### config.mk
export PLATFORM = sky130hd
export DESIGN_NAME = cache_port_scheduler
export DESIGN_NICKNAME = d
export VERILOG_FILES = /design/src/rtl/cache_port_scheduler.sv
export SDC_FILE = /design/constraint.sdc
export NUM_CORES = 1
export LEC_CHECK = 0
export BUFFER_PORTS_ARGS = -buffer_cell sky130_fd_sc_hd__buf_2
export CORE_MARGIN = 3
export CORE_UTILIZATION = 41
export DETAILED_ROUTE_END_ITERATION = 7
export GPL_TIMING_DRIVEN = 0
export PLACE_DENSITY = 0.7
export SYNTH_ARGS = -nofsm -noshare
export SYNTH_HDL_FRONTEND = slang
export SYNTH_SLANG_ARGS = --single-unit
### constraint.sdc
create_clock -name clk -period 2.7 [get_ports clk]
set_clock_uncertainty 0.2 [all_clocks]
set_input_delay 0.405 -clock clk [delete_from_list [all_inputs] [get_ports clk]]
set_output_delay 0.405 -clock clk [all_outputs]
set_load 0.1 [all_outputs]
### src/rtl/cache_port_scheduler.sv
`default_nettype none
// ============================================================================
//  Module   : cache_port_scheduler
//  Brief    : Two-requester cache port arbiter with a periodic reference-bit
//             clear sweep. Grants one access at a time (round-robin on
//             ties). Every CLR_PERIOD cycles it schedules a sweep that
//             strobes rc_en across all NSETS sets, but only from IDLE.
//  Revision : 1.0 - initial release
// ============================================================================
module cache_port_scheduler #(
  parameter int CLR_PERIOD = 1024,
  parameter int NSETS      = 256
) (
  input  logic        clk,
  input  logic        rst,
  // requester 0
  input  logic        r0_req,
  input  logic        r0_op,
  input  logic [31:0] r0_addr,
  input  logic [31:0] r0_wdata,
  output logic        r0_gnt,
  output logic        r0_done,
  output logic [31:0] r0_rdata,
  // requester 1
  input  logic        r1_req,
  input  logic        r1_op,
  input  logic [31:0] r1_addr,
  input  logic [31:0] r1_wdata,
  output logic        r1_gnt,
  output logic        r1_done,
  output logic [31:0] r1_rdata,
  // cache command / completion
  output logic        c_req,
  output logic        c_op,
  output logic [31:0] c_addr,
  output logic [31:0] c_wdata,
  input  logic        c_ack,
  input  logic [31:0] c_rdata,
  // reference-bit clear sweep
  output logic        rc_en,
  output logic [7:0]  rc_set,
  output logic        busy
);

  localparam logic [15:0] C_CNT_LAST = 16'(CLR_PERIOD - 1);
  localparam logic [7:0]  C_SET_LAST = 8'(NSETS - 1);

  typedef enum logic [1:0] {
    S_IDLE   = 2'd0,
    S_ACCESS = 2'd1,
    S_DONE   = 2'd2,
    S_SWEEP  = 2'd3
  } state_t;

  state_t      r_state;
  logic [15:0] r_cnt;
  logic        r_pend;
  logic        r_last;     // port granted most recently (1 = r1)
  logic        r_port;     // port owning the current transaction
  logic        r_r0_gnt, r_r1_gnt, r_r0_done, r_r1_done;
  logic [31:0] r_r0_rdata, r_r1_rdata;
  logic        r_c_req, r_c_op;
  logic [31:0] r_c_addr, r_c_wdata;
  logic        r_rc_en;
  logic [7:0]  r_rc_set;

  logic        w_wrap;
  logic        w_any;
  logic        w_pick;
  logic        w_sel_op;
  logic [31:0] w_sel_addr;
  logic [31:0] w_sel_wdata;

  assign w_wrap      = (r_cnt == C_CNT_LAST);
  assign w_any       = r0_req | r1_req;
  // On a tie the port that was not granted last wins; otherwise the lone requester.
  assign w_pick      = (r0_req & r1_req) ? ~r_last : r1_req;
  assign w_sel_op    = w_pick ? r1_op    : r0_op;
  assign w_sel_addr  = w_pick ? r1_addr  : r0_addr;
  assign w_sel_wdata = w_pick ? r1_wdata : r0_wdata;

  // Free-running sweep period counter.
  always_ff @(posedge clk) begin
    if (rst) begin
      r_cnt <= 16'd0;
    end else if (w_wrap) begin
      r_cnt <= 16'd0;
    end else begin
      r_cnt <= r_cnt + 16'd1;
    end
  end

  // Scheduler FSM with registered outputs; gnt/done are one-cycle pulses.
  always_ff @(posedge clk) begin
    if (rst) begin
      r_state    <= S_IDLE;
      r_pend     <= 1'b0;
      r_last     <= 1'b1;  // makes r0 win the first tie
      r_port     <= 1'b0;
      r_r0_gnt   <= 1'b0;
      r_r1_gnt   <= 1'b0;
      r_r0_done  <= 1'b0;
      r_r1_done  <= 1'b0;
      r_r0_rdata <= 32'd0;
      r_r1_rdata <= 32'd0;
      r_c_req    <= 1'b0;
      r_c_op     <= 1'b0;
      r_c_addr   <= 32'd0;
      r_c_wdata  <= 32'd0;
      r_rc_en    <= 1'b0;
      r_rc_set   <= 8'd0;
    end else begin
      r_r0_gnt  <= 1'b0;
      r_r1_gnt  <= 1'b0;
      r_r0_done <= 1'b0;
      r_r1_done <= 1'b0;
      // A wrap while a sweep is already owed or running is dropped.
      if (w_wrap && !r_pend && r_state != S_SWEEP) begin
        r_pend <= 1'b1;
      end
      case (r_state)
        S_IDLE: begin
          if (r_pend) begin
            r_state  <= S_SWEEP;
            r_pend   <= 1'b0;
            r_rc_en  <= 1'b1;
            r_rc_set <= 8'd0;
          end else if (w_any) begin
            r_state   <= S_ACCESS;
            r_port    <= w_pick;
            r_last    <= w_pick;
            r_r0_gnt  <= ~w_pick;
            r_r1_gnt  <= w_pick;
            r_c_req   <= 1'b1;
            r_c_op    <= w_sel_op;
            r_c_addr  <= w_sel_addr;
            r_c_wdata <= w_sel_wdata;
          end
        end
        S_ACCESS: begin
          if (c_ack) begin
            r_state <= S_DONE;
            r_c_req <= 1'b0;
            if (r_port) begin
              r_r1_done  <= 1'b1;
              r_r1_rdata <= r_c_op ? 32'd0 : c_rdata;
            end else begin
              r_r0_done  <= 1'b1;
              r_r0_rdata <= r_c_op ? 32'd0 : c_rdata;
            end
          end
        end
        S_DONE: begin
          r_state <= S_IDLE;
        end
        S_SWEEP: begin
          if (r_rc_set == C_SET_LAST) begin
            // Sweep complete: the closing edge doubles as the IDLE decision so a
            // request that waited out the sweep is granted straight away.
            r_rc_en  <= 1'b0;
            r_rc_set <= 8'd0;
            if (w_any) begin
              r_state   <= S_ACCESS;
              r_port    <= w_pick;
              r_last    <= w_pick;
              r_r0_gnt  <= ~w_pick;
              r_r1_gnt  <= w_pick;
              r_c_req   <= 1'b1;
              r_c_op    <= w_sel_op;
              r_c_addr  <= w_sel_addr;
              r_c_wdata <= w_sel_wdata;
            end else begin
              r_state <= S_IDLE;
            end
          end else begin
            r_rc_set <= r_rc_set + 8'd1;
          end
        end
        default: begin
          r_state <= S_IDLE;
        end
      endcase
    end
  end

  assign r0_gnt   = r_r0_gnt;
  assign r1_gnt   = r_r1_gnt;
  assign r0_done  = r_r0_done;
  assign r1_done  = r_r1_done;
  assign r0_rdata = r_r0_rdata;
  assign r1_rdata = r_r1_rdata;
  assign c_req    = r_c_req;
  assign c_op     = r_c_op;
  assign c_addr   = r_c_addr;
  assign c_wdata  = r_c_wdata;
  assign rc_en    = r_rc_en;
  assign rc_set   = r_rc_set;
  assign busy     = (r_state != S_IDLE);

endmodule
`default_nettype wire

Word-level counts from Yosys, hierarchy flattened
Index checks and enable logic that the tools add are counted.
Widths: inputs -> output; s select.
{"block": "op_classes", "add_sub_neg": 2, "eq_ne": 11, "mux": 55, "n_bitwise": 7, "reduce_logical": 16}
{"operator": "$mux 32", "n": 9}
{"operator": "$pmux 32 s2", "n": 2}
{"operator": "$mux 1", "n": 29}
{"operator": "$add 16x1->16 const B", "n": 1}
{"operator": "$eq 16x10->1 const B", "n": 1}
{"operator": "$mux 8", "n": 2}
{"operator": "$pmux 8 s2", "n": 1}
{"operator": "$reduce_and 3->1", "n": 5}
{"operator": "$pmux 1 s2", "n": 6}
{"operator": "$ne 2x2->1 const B", "n": 5}
{"operator": "$add 8x1->8 const B", "n": 1}
{"operator": "$eq 8x8->1 const B", "n": 1}
{"operator": "$mux 2", "n": 4}
{"operator": "$pmux 2 s4", "n": 1}
{"operator": "$not 1->1", "n": 5}
{"operator": "$eq 2x2->1 const B", "n": 2}
{"operator": "$reduce_and 4->1", "n": 1}
{"operator": "$reduce_bool 2->1", "n": 2}
{"operator": "$ne 3x3->1 const B", "n": 1}
{"operator": "$pmux 1 s3", "n": 1}
{"operator": "$reduce_bool 3->1", "n": 1}
{"operator": "$reduce_or 3->1", "n": 1}
{"operator": "$eq 2x1->1 const B", "n": 1}
{"operator": "$logic_and 1x1->1", "n": 2}
{"operator": "other kinds (6)", "n": 6}
{"block": "word_totals", "regBits": 164, "input_bits": 167, "word_cells": 108}

Logic depth before layout (Yosys ltp)
Gate-level depths: netlist (run 1).
{"block": "logic_depth", "word_depth": 6, "ltp_mapped": 9}

Worst setup path before layout (run 1)
No wires, ideal clock.
{"block": "synth_path", "path_kind": "register to register", "start": "register r_rc_set[0], in the netlist rc_set[0]", "end": "register r_c_addr[25], in the netlist c_addr[25]", "setup_ns": 0.146, "arrival_ns": 2.280, "slack_ns": 0.074, "path_stages_with_launch": 9, "path_buffers": 3, "period_less_slack_ns": 2.626, "path_cell_list": "dfxtp_1 -> ha_1 -> and4_4 -> a21bo_1 -> buf_2 -> and2_4 -> buf_6 -> buf_6 -> a211oi_2"}
{"block": "synth_via", "elab_chain_cells": 3}
{"item": "start: declaration", "line_no": "65", "source": "logic [7:0] r_rc_set;"}
{"item": "start signal: assignment", "line_no": "176", "source": "r_rc_set <= r_rc_set + 8'd1;"}
{"item": "$eq 8x8->1", "line_no": "157", "source": "if (r_rc_set == C_SET_LAST) begin"}
{"item": "$ne 2x2->1 (no source line)"}
{"item": "$reduce_and 3->1 (no source line)"}
{"item": "end signal: assignment", "line_no": "136", "source": "r_c_addr <= w_sel_addr;"}
{"item": "end signal: assignment", "line_no": "170", "source": "r_c_addr <= w_sel_addr;"}
{"item": "end: declaration", "line_no": "63", "source": "logic [31:0] r_c_addr, r_c_wdata;"}
No other way between the ends.
A chain may end at the register's enable or synchronous reset.

Worst setup path after layout (run 1)
{"block": "layout_path", "start": "register r_state[0]", "end": "output busy"}
{"block": "layout_via", "elab_chain_cells": 1}
{"item": "start: declaration", "line_no": "55", "source": "state_t r_state;"}
{"item": "start signal: assignment", "line_no": "96", "source": "r_state <= S_IDLE;"}
{"item": "start signal: assignment", "line_no": "124", "source": "r_state <= S_SWEEP;"}
{"item": "start signal: assignment", "line_no": "129", "source": "r_state <= S_ACCESS;"}
{"item": "$reduce_bool 2->1", "line_no": "198", "source": "assign busy = (r_state != S_IDLE);"}
{"item": "end: declaration", "line_no": "42", "source": "output logic busy"}
No other way between the ends.

==> results of run 1 <==
worst max path at each step:
stage	start	endpoint	slack (ns)	cells after the start
final	r_state[0]	busy	0.34	4
after global routing	r_state[0]	busy	0.22	4
after CTS	r_state[0]	busy	0.32	4
after detailed placement	r1_req	c_wdata[30]	0.34	7
after global placement	r1_req	c_wdata[30]	0.37	7
after floorplan	rc_set[0]	c_addr[25]	0.07	8
worst reg2reg max path: cells and delay by family (launching register included):
kind | cells | cell delay (ns)
buffers and inverters | 4 | 0.66
adder cells (fa/ha/maj) | 1 | 0.27
AND/OR/NAND/NOR | 2 | 0.34
flip-flops | 1 | 0.37
AO/OA/AOI/OAI | 2 | 0.30
cell type report:
type,count,area (um2),share of cell area [%]
clock inverter,9,130,1.35
tap,220,275,2.85
sequential,164,3280,34.0
multi-input combinational,565,3590,37.2
buffer,69,349,3.61
timing repair buffer,309,1550,16.0
clock buffer,21,460,4.77
inverter,6,22.5,0.233
cells in the mapped netlist (all sizes together), types with 3 or more instances:
cell	n
dfxtp	164
nand2	142
a21oi	137
mux2i	66
a211oi	65
buf	38
nor2b	37
clkbuf	31
nor2	29
xor2	10
nand3	8
xnor2	8
nand4	7
ha	6
inv	6
nor4	6
and3	5
and4	5
nor3	5
o21ai	5
and2	3
layout by cell type (no fill, tap or decap), drive strengths merged, types with 7 or more instances in the layout:
| cell type | n |
|---|---|
| dfxtp | 164 |
| mux2i | 66 |
| buf | 347 |
| nor2b | 37 |
| a21oi | 137 |
| nand2 | 142 |
| a211oi | 65 |
| xnor2 | 8 |
| nor2 | 29 |
| xor2 | 10 |
| nand4 | 7 |
| clkbuf | 52 |
| nand3 | 8 |
routing by layer:
layer / vias to the layer above / part of all wire [%]
met5: - / 0.056
li1: 3460 / -
met1: 3298 / 43
met2: 202 / 49
met3: 38 / 5.6
met4: 2 / 2.1
report_power, final:
| part | total [mW] | switching (mW) | leakage [nW] | internal [mW] |
|---|---|---|---|---|
| Sequential | 3.02 | 0.207 | 1.34 | 2.82 |
| Clock | 2.43 | 0.942 | 0.289 | 1.49 |
| Combinational | 5.18 | 4.11 | 2.66 | 1.08 |
| Total | 10.6 | 5.26 | 4.29 | 5.39 |
flip-flops by register name, indices dropped and copies added (netlist names):
register / flops
r_last: 1
r1_gnt: 1
c_addr: 32
rc_set: 8
c_req: 1
r0_done: 1
r_port: 1
r0_rdata: 32
c_op: 1
r0_gnt: 1
r_state: 2
r1_rdata: 32
c_wdata: 32
r_pend: 1
r1_done: 1
rc_en: 1
r_cnt: 16
cells by family after synthesis:
family | share of synthesized area, %
and+or+nand+nor | 16.5
AOI/OAI and AO/OA | 20.4
DFF | 45.3
buffers and inverters | 5.13
muxes | 9.43
xor gates and xnor gates | 2.18
adders and majority gates | 1.04
==> impl_metrics.csv, run 1 <==
group,metric,value,unit
run_status,status,"completed",
cts,h-tree-depth,4,
sta,tightest_slew,0.712,ns
floorplanning,die_y,139,um
place,place_ws,0.340,ns
cts,cts-root-buf,"clkbuf_16",
sta,setup_viol,0,
sta,min_period,2.36,ns
setup_path,cp_data_required_time,2.10,ns
floorplanning,dieWidth,139,um
final_layout,postLayoutCoreUtil,57.0,%
cts,tritoncts,"done",
final_layout,drive_above_1_share,36.6,%
sta,worst_slack,0.339,ns
logic_synthesis,synth_top_area_share,45.3,%
setup_path,crit_slowest_cell,"buf_2",
place,dp.cells,1333,
min_path,hold_start,"r0_addr[9]",
floorplanning,die-area,0.0193,mm2
place,port_buffers,309,
global_routing,grt_max_degree,17,
job,max_cap_viol_count,0,
setup_path,reg2reg_depth,9,
setup_path,crit_top_cell,"inv_1",
logic_synthesis,async_flop_share,0,%
global_routing,grt-ovfl-total,0,
min_path,min_to,"c_addr[9]",
logic_synthesis,post_synth_num_cell_types,48,
route,drt-initial-drc-count,329,
global_routing,grt_usage,23.0,%
floorplanning,start_util,42.8,%
power,leakagePower,4.29,nW
place,placed_cell_area,0.00907,mm2
place,routabilityCongestion,0.878,
logic_synthesis,synthFlopType,"dfxtp_1",
setup_path,r2r_start,"r_state[0]",
logic_synthesis,yosysWarnings,0,
sta,setup_tns,0,ns
sta,hold_viol,0,
route,via_per_inst,5.14,
global_routing,use_met3,5.41,%
sta,rsz0062_at_grt,"no",
logic_synthesis,syn_nets,977,
route,wl,23000,um
final_layout,layout.cells.non_filler,1363,
cts,clock-sinks,164,
setup_path,rrSetupSlack,0.49,ns
global_routing,grt_pass1_vias,6761,
min_path,worstHoldPathType,"in -> reg",
floorplanning,io_pins,311,
setup_path,crit_chain,"inv_1 -> ha_1 -> inv_1 -> buf_2",
floorplanning,core,0.0169,mm2
logic_synthesis,synth_area,0.00725,mm2
logic_synthesis,syn_area_per_cell,9.02,um2
logic_synthesis,synthCells,804,
setup_path,cp_num_buf_inv,3,
sta,hold_ws,0.123,ns
setup_path,worstPathArrival,1.76,ns
setup_path,max_stage_delay,0.46,ns
floorplanning,rows,47,
min_path,min_path_cells,3,
route,first_pass_iters,5,
logic_synthesis,yosys.area.top_type,"dfxtp_1",
global_routing,busiest_layer,"met2",
global_routing,antenna_found_initial,1,
setup_path,path_delay_family,"buffers and inverters",
cts,cts_hold_buf,0,
sta,max_clock_freq,423,MHz
sta,relSlewSlack,52.5,%
final_layout,nNetsFinal,1305,
cts,clkLatencyLatePin,0.42,ns
setup_path,r2r-end,"c_wdata[14]",
final_layout,final_cell_area,0.00966,mm2
final_layout,nFillCells,1557,
power,power_density,1100,mW/mm2
logic_synthesis,ys_ff_latch,164,
route,num_vias,7000,
cts,path_clk_slew,0.06,ns
cts,cts-resized-gates,0,
logic_synthesis,yosys-top-cells-area,"dfxtp_1 45%, a21oi_1 9.5%, mux2i_1 9.1%, nand2_1 7.4%, a211oi_2 6.7%",
place,hpwlAfterDp,17900,um
setup_path,crit_fanout,5,
global_routing,use_met1,28.5,%
setup_path,startpoint_type,"flop",
final_layout,diodes,0,
global_routing,grt_pass1_wl,36000,um
cts,clock_path_buffers,2,
setup_path,crit_type,"reg -> out",
sta,drv_slew,0,
route,drc_errors,0,
cts,cts_buffers,17,
route,wl_per_cell,16.9,um
logic_synthesis,synth_edf_count,0,
setup_path,crit_path_end_kind,"output port",
route,postRouteAntennaNets,0,
global_routing,grt_util_met2,39.4,%
cts,postCtsSetupBuffers,0,
power,vdd_ir_drop_max,0.000662,V
power,p_total,10.6,mW
final_layout,area_delta_synth_final,33.3,%
sta,fin_crit_sh,87.5,%
logic_synthesis,ys_seq_area_share,45.3,%
(Power assumes the default switching activity.)
==> inputs of run 2 (changes only) <==
- MAX_ROUTING_LAYER: unset -> met4
==> run 2 against run 1 <==
Worst setup slack worse by 0.0051 ns. Routed wire length is essentially flat. Critical path type unchanged. Via count up 0.34%.
==> impl_metrics.csv, run 2 (synthesized netlist as in run 1, its figures left out) <==
group,metric,value,unit
run_status,status,"completed",
route,postRouteAntennaNets,0,
final_layout,nNetsFinal,1305,
final_layout,final_cell_mix,"333 x buf_2, 164 x dfxtp_1, 142 x nand2_1",
global_routing,antenna_found_initial,1,
global_routing,grt_max_degree,17,
place,port_buffers,309,
sta,hold_viol,0,
cts,cts-resized-gates,0,
floorplanning,die-area,0.0193,mm2
setup_path,path_delay_family,"buffers and inverters",
final_layout,area_delta_synth_final,33.3,%
setup_path,crit_type,"reg -> out",
setup_path,crit_fanout,5,
setup_path,crit_chain,"inv_1 -> ha_1 -> inv_1 -> buf_2",
setup_path,cp_data_required_time,2.10,ns
cts,clock_path_buffers,2,
sta,worst_slack,0.333,ns
floorplanning,io_pins,311,
setup_path,startpoint_type,"flop",
cts,cts_hold_buf,0,
sta,setup_tns,0,ns
sta,tightest_slew,0.708,ns
final_layout,postLayoutCoreUtil,57.1,%
cts,cts-root-buf,"clkbuf_16",
route,drt-initial-drc-count,313,
cts,clock-sinks,164,
route,num_vias,7024,
route,first_pass_iters,5,
floorplanning,start_util,42.8,%
place,hpwlAfterDp,17900,um
route,wl_per_cell,16.9,um
cts,clkLatencyLatePin,0.41,ns
global_routing,grt-ovfl-total,0,
final_layout,drive_above_1_share,36.6,%
setup_path,crit_path_end_kind,"output port",
floorplanning,core,0.0169,mm2
setup_path,worstPathArrival,1.76,ns
cts,postCtsSetupBuffers,0,
sta,rsz0062_at_grt,"no",
power,leakagePower,4.29,nW
cts,h-tree-depth,4,
sta,max_clock_freq,423,MHz
sta,fin_crit_sh,87.6,%
min_path,worstHoldPathType,"in -> reg",
sta,relSlewSlack,52.8,%
place,routabilityCongestion,0.892,
cts,path_clk_slew,0.06,ns
cts,cts_buffers,17,
final_layout,mostFrequentLayoutCell,"buf_2",
setup_path,crit_slowest_cell,"buf_2",
global_routing,grt_pass1_wl,36000,um
power,vdd_ir_drop_max,0.000661,V
power,power_density,1100,mW/mm2
global_routing,grt_pass1_vias,6767,
sta,drv_slew,0,
floorplanning,die_y,139,um
power,p_total,10.6,mW
sta,min_period,2.37,ns
setup_path,max_stage_delay,0.46,ns
route,wl,23000,um
floorplanning,dieWidth,139,um
job,max_cap_viol_count,0,
route,drc_errors,0,
cts,tritoncts,"done",
place,place_ws,0.340,ns
setup_path,cp_num_buf_inv,3,
floorplanning,rows,47,
sta,setup_viol,0,
route,via_per_inst,5.15,
global_routing,grt_usage,23.7,%
setup_path,crit_top_cell,"inv_1",
-- run 2: cell types whose count changed in the layout (fill, tap and decap cells not counted), sizes merged --
cell   delta
diode     +1
-- run 2: area by class of cell --
| class | count | area, um2 |
|---|---|---|
| buffer | 69 | 349 |
| tap | 220 | 275 |
| timing repair buffer | 309 | 1550 |
| clock inverter | 9 | 130 |
| inverter | 6 | 22.5 |
| multi-input combinational | 565 | 3590 |
| clock buffer | 21 | 460 |
| fill | 1558 | 7270 |
| antenna | 1 | 2.50 |
| sequential | 164 | 3280 |
-- run 2: power breakdown --
| part | internal (mW) | switching [mW] |
|---|---|---|
| logic | 1.08 | 4.11 |
| clock network | 1.49 | 0.946 |
| registers | 2.82 | 0.207 |
| total | 5.39 | 5.26 |
-- run 2: through the flow --
step / instances / hold slack, ns / cell area, um2
floorplan: 804 / 0.233 / 7250
global placement: 1333 / 0.240 / 9070
detailed placement: 1333 / 0.244 / 9070
CTS: 1363 / 0.113 / 9660
global route: 1364 / 0.143 / 9660
finish: 1364 / 0.136 / 9660
-- run 2: worst paths after layout --
kind,start,end,slack [ns],cells past startpoint
max reg2reg,r_state[0],c_wdata[14],0.49,9
max,r_state[0],busy,0.33,4
min reg2reg,r1_rdata[5],r1_rdata[5],0.25,2
min,r0_addr[20],c_addr[20],0.14,3
-- run 2: routing by layer --
layer / up-vias / track usage (%) / part of all wire, %
met4: 0 / 7.78 / 2.2
met5: - / - / 0
li1: 3466 / - / -
met3: 41 / 5.07 / 5.3
met2: 206 / 39.3 / 49
met1: 3311 / 28.8 / 43
-- run 2: worst reg2reg max path, cell delays in order (launching register included) --
cell      delay, ns
dfxtp_1        0.37
inv_1          0.09
ha_1           0.27
and2_1         0.15
buf_2          0.16
nor3_4         0.19
buf_4          0.22
buf_4          0.19
a21oi_1        0.10
a211oi_2       0.20
==> inputs of run 3 (changes only) <==
- ABC_AREA: unset -> 1
- GPL_TIMING_DRIVEN: 0 -> unset
- PLACE_DENSITY: 0.7 -> 0.71
- SLEW_MARGIN: unset -> 20
==> run 3 against run 2 <==
Global-route usage down 2.6 points. Combinational power is 55% higher. Sequential cell count is the same. Worst hold slack worse by 0.090 ns. Power up 30%. Routed wire length shrank 13%. Cell count up 13%. Critical endpoint unchanged. Largest cell class is now sequential cells.
==> impl_metrics.csv, run 3 <==
group,metric,value,unit
logic_synthesis,synthFlopType,"dfxtp_1",
sta,min_period,2.39,ns
global_routing,busiest_layer,"met2",
route,via_per_inst,4.67,
place,placed_cell_area,0.00869,mm2
route,num_vias,7169,
logic_synthesis,yosys-top-cells-area,"dfxtp_1 47%, nand2_1 16%, nor2_1 11%, o21ai_0 6.9%, a21oi_1 5.0%",
job,max_cap_viol_count,0,
run_status,status,"completed",
logic_synthesis,ys_seq_area_share,46.8,%
logic_synthesis,synth_edf_count,0,
route,drc_errors,0,
power,vdd_ir_drop_max,0.000964,V
floorplanning,io_pins,311,
cts,path_clk_slew,0.07,ns
floorplanning,core,0.0166,mm2
logic_synthesis,syn_nets,1189,
global_routing,antenna_found_initial,1,
final_layout,nNetsFinal,1475,
final_layout,mostFrequentLayoutCell,"buf_2",
cts,h-tree-depth,4,
global_routing,grt_usage,21.1,%
sta,hold_viol,0,
floorplanning,die-area,0.0187,mm2
logic_synthesis,syn_area_per_cell,6.90,um2
setup_path,crit_type,"reg -> out",
power,p_total,13.9,mW
cts,cts-root-buf,"clkbuf_16",
global_routing,grt_pass1_vias,6307,
cts,tritoncts,"done",
cts,postCtsSetupBuffers,0,
place,routabilityCongestion,0.829,
logic_synthesis,synth_top_area_share,46.8,%
global_routing,grt-ovfl-total,0,
final_layout,drive_above_1_share,28.2,%
sta,relSlewSlack,56.0,%
global_routing,grt_pass1_wl,30800,um
power,power_density,1490,mW/mm2
logic_synthesis,synth.most_common_cell,"nand2_1",
place,hpwlAfterDp,14700,um
route,first_pass_iters,5,
sta,fin_crit_sh,88.4,%
global_routing,use_met1,26.7,%
setup_path,startpoint_type,"flop",
cts,clock-sinks,164,
setup_path,crit_slowest_cell,"buf_2",
power,leakagePower,4.84,nW
cts,cts_buffers,17,
final_layout,final_cell_mix,"310 x buf_2, 299 x nand2_1, 199 x nor2_1",
cts,cts-resized-gates,0,
route,postRouteAntennaNets,0,
final_layout,area_delta_synth_final,32.3,%
cts,clock_path_buffers,2,
floorplanning,start_util,42.1,%
logic_synthesis,synthCells,1016,
final_layout,final_cell_area,0.00927,mm2
cts,cts_hold_buf,0,
floorplanning,dieWidth,137,um
sta,setup_tns,0,ns
setup_path,crit_top_cell,"inv_1",
global_routing,grt_max_degree,75,
route,drt-initial-drc-count,294,
logic_synthesis,synth_commonest_cells,"300 x nand2_1, 200 x nor2_1, 164 x dfxtp_1, 97 x o21ai_0, 70 x a21oi_1",
logic_synthesis,yosysWarnings,0,
floorplanning,die_y,137,um
min_path,worstHoldPathType,"in -> reg",
route,wl,20100,um
setup_path,crit_path_end_kind,"output port",
sta,max_clock_freq,419,MHz
global_routing,use_met3,4.93,%
setup_path,crit_chain,"inv_1 -> ha_1 -> inv_1 -> buf_2",
sta,tightest_slew,0.661,ns
setup_path,worstPathArrival,1.78,ns
setup_path,crit_fanout,7,
sta,drv_slew,0,
route,wl_per_cell,13.1,um
global_routing,grt_util_met2,33.4,%
sta,setup_viol,0,
setup_path,max_stage_delay,0.46,ns
logic_synthesis,async_flop_share,0,%
logic_synthesis,synth_area,0.00701,mm2
logic_synthesis,post_synth_num_cell_types,29,
logic_synthesis,ys_ff_latch,164,
logic_synthesis,yosys.area.top_type,"dfxtp_1",
setup_path,cp_data_required_time,2.10,ns
place,port_buffers,310,
sta,rsz0062_at_grt,"no",
cts,clkLatencyLatePin,0.42,ns
floorplanning,rows,47,
-- run 3: cell count changes after synthesis, sizes merged, moves of 6 or more --
cell / previous run / this run
a211oi: 65 / 0
a21oi: 137 / 70
buf: 38 / 30
inv: 6 / 49
mux2i: 66 / 0
nand2: 142 / 303
nand3: 8 / 17
nor2: 29 / 202
nor2b: 37 / 0
nor3: 5 / 11
o21ai: 5 / 118
xnor2: 8 / 2
-- run 3: layout make-up --
type	count	area, um2
timing repair buffer	325	1700
antenna	1	2.50
clock buffer	17	425
tap	220	275
sequential	164	3280
fill	1635	7370
clock inverter	15	158
inverter	50	188
multi-input combinational	744	3240
-- run 3: final timing paths --
path	from	end	slack (ns)	depth (start not counted)
worst max-delay path	r_state[0]	busy	0.31	4
worst min-delay path	c_rdata[13]	r1_rdata[13]	0.05	3
worst max register to register	r_state[0]	c_addr[19]	0.49	10
worst min register to register	r_cnt[0]	r_cnt[0]	0.25	1
-- run 3: logic make-up (layout without fill, tap and decap cells) --
group,count (synthesis),in the layout,share of synthesized area [%]
AOI/OAI and AO/OA,190,190,13.8
DFF,164,164,46.8
other,0,1,0
and+or+nand+nor,541,541,30.3
adders and majority gates,6,6,1.07
buffers and inverters,108,407,7.10
xor gates and xnor gates,7,7,0.875
-- run 3: worst max-delay path, delay by kind of cell, from the launching register on --
| family | cells | cell delay [ns] |
|---|---|---|
| adder cells (fa/ha/maj) | 1 | 0.32 |
| buffers and inverters | 3 | 0.68 |
| flip-flops | 1 | 0.36 |
-- run 3: metal layers --
metal / vias to the layer above / wire length (um) / share of wire, %
met4: 0 / 422 / 2.1
met1: 3136 / 9100 / 45
met2: 215 / 9330 / 46
met3: 31 / 1230 / 6.1
li1: 3787 / - / -
met5: - / 0 / 0
-- run 3: power by group --
| group | switching, mW | total [mW] | internal, mW |
|---|---|---|---|
| clock network | 1.11 | 2.35 | 1.24 |
| registers | 0.357 | 3.47 | 3.11 |
| logic | 6.76 | 8.04 | 1.28 |
| total | 8.23 | 13.9 | 5.63 |
-- run 3: through the flow --
step | worst slack, ns | hold slack [ns] | std cells | util, %
2_1_floorplan | 0.167 | 0.217 | 1016 | -
3_3_place_gp | 0.579 | 0.238 | 1503 | 52.2
3_5_place_dp | 0.490 | 0.245 | 1503 | 52.2
4_1_cts | 0.287 | 0.0253 | 1535 | 55.7
5_1_grt | 0.221 | 0.0330 | 1536 | 55.7
6_report | 0.313 | 0.0458 | 1536 | 55.7
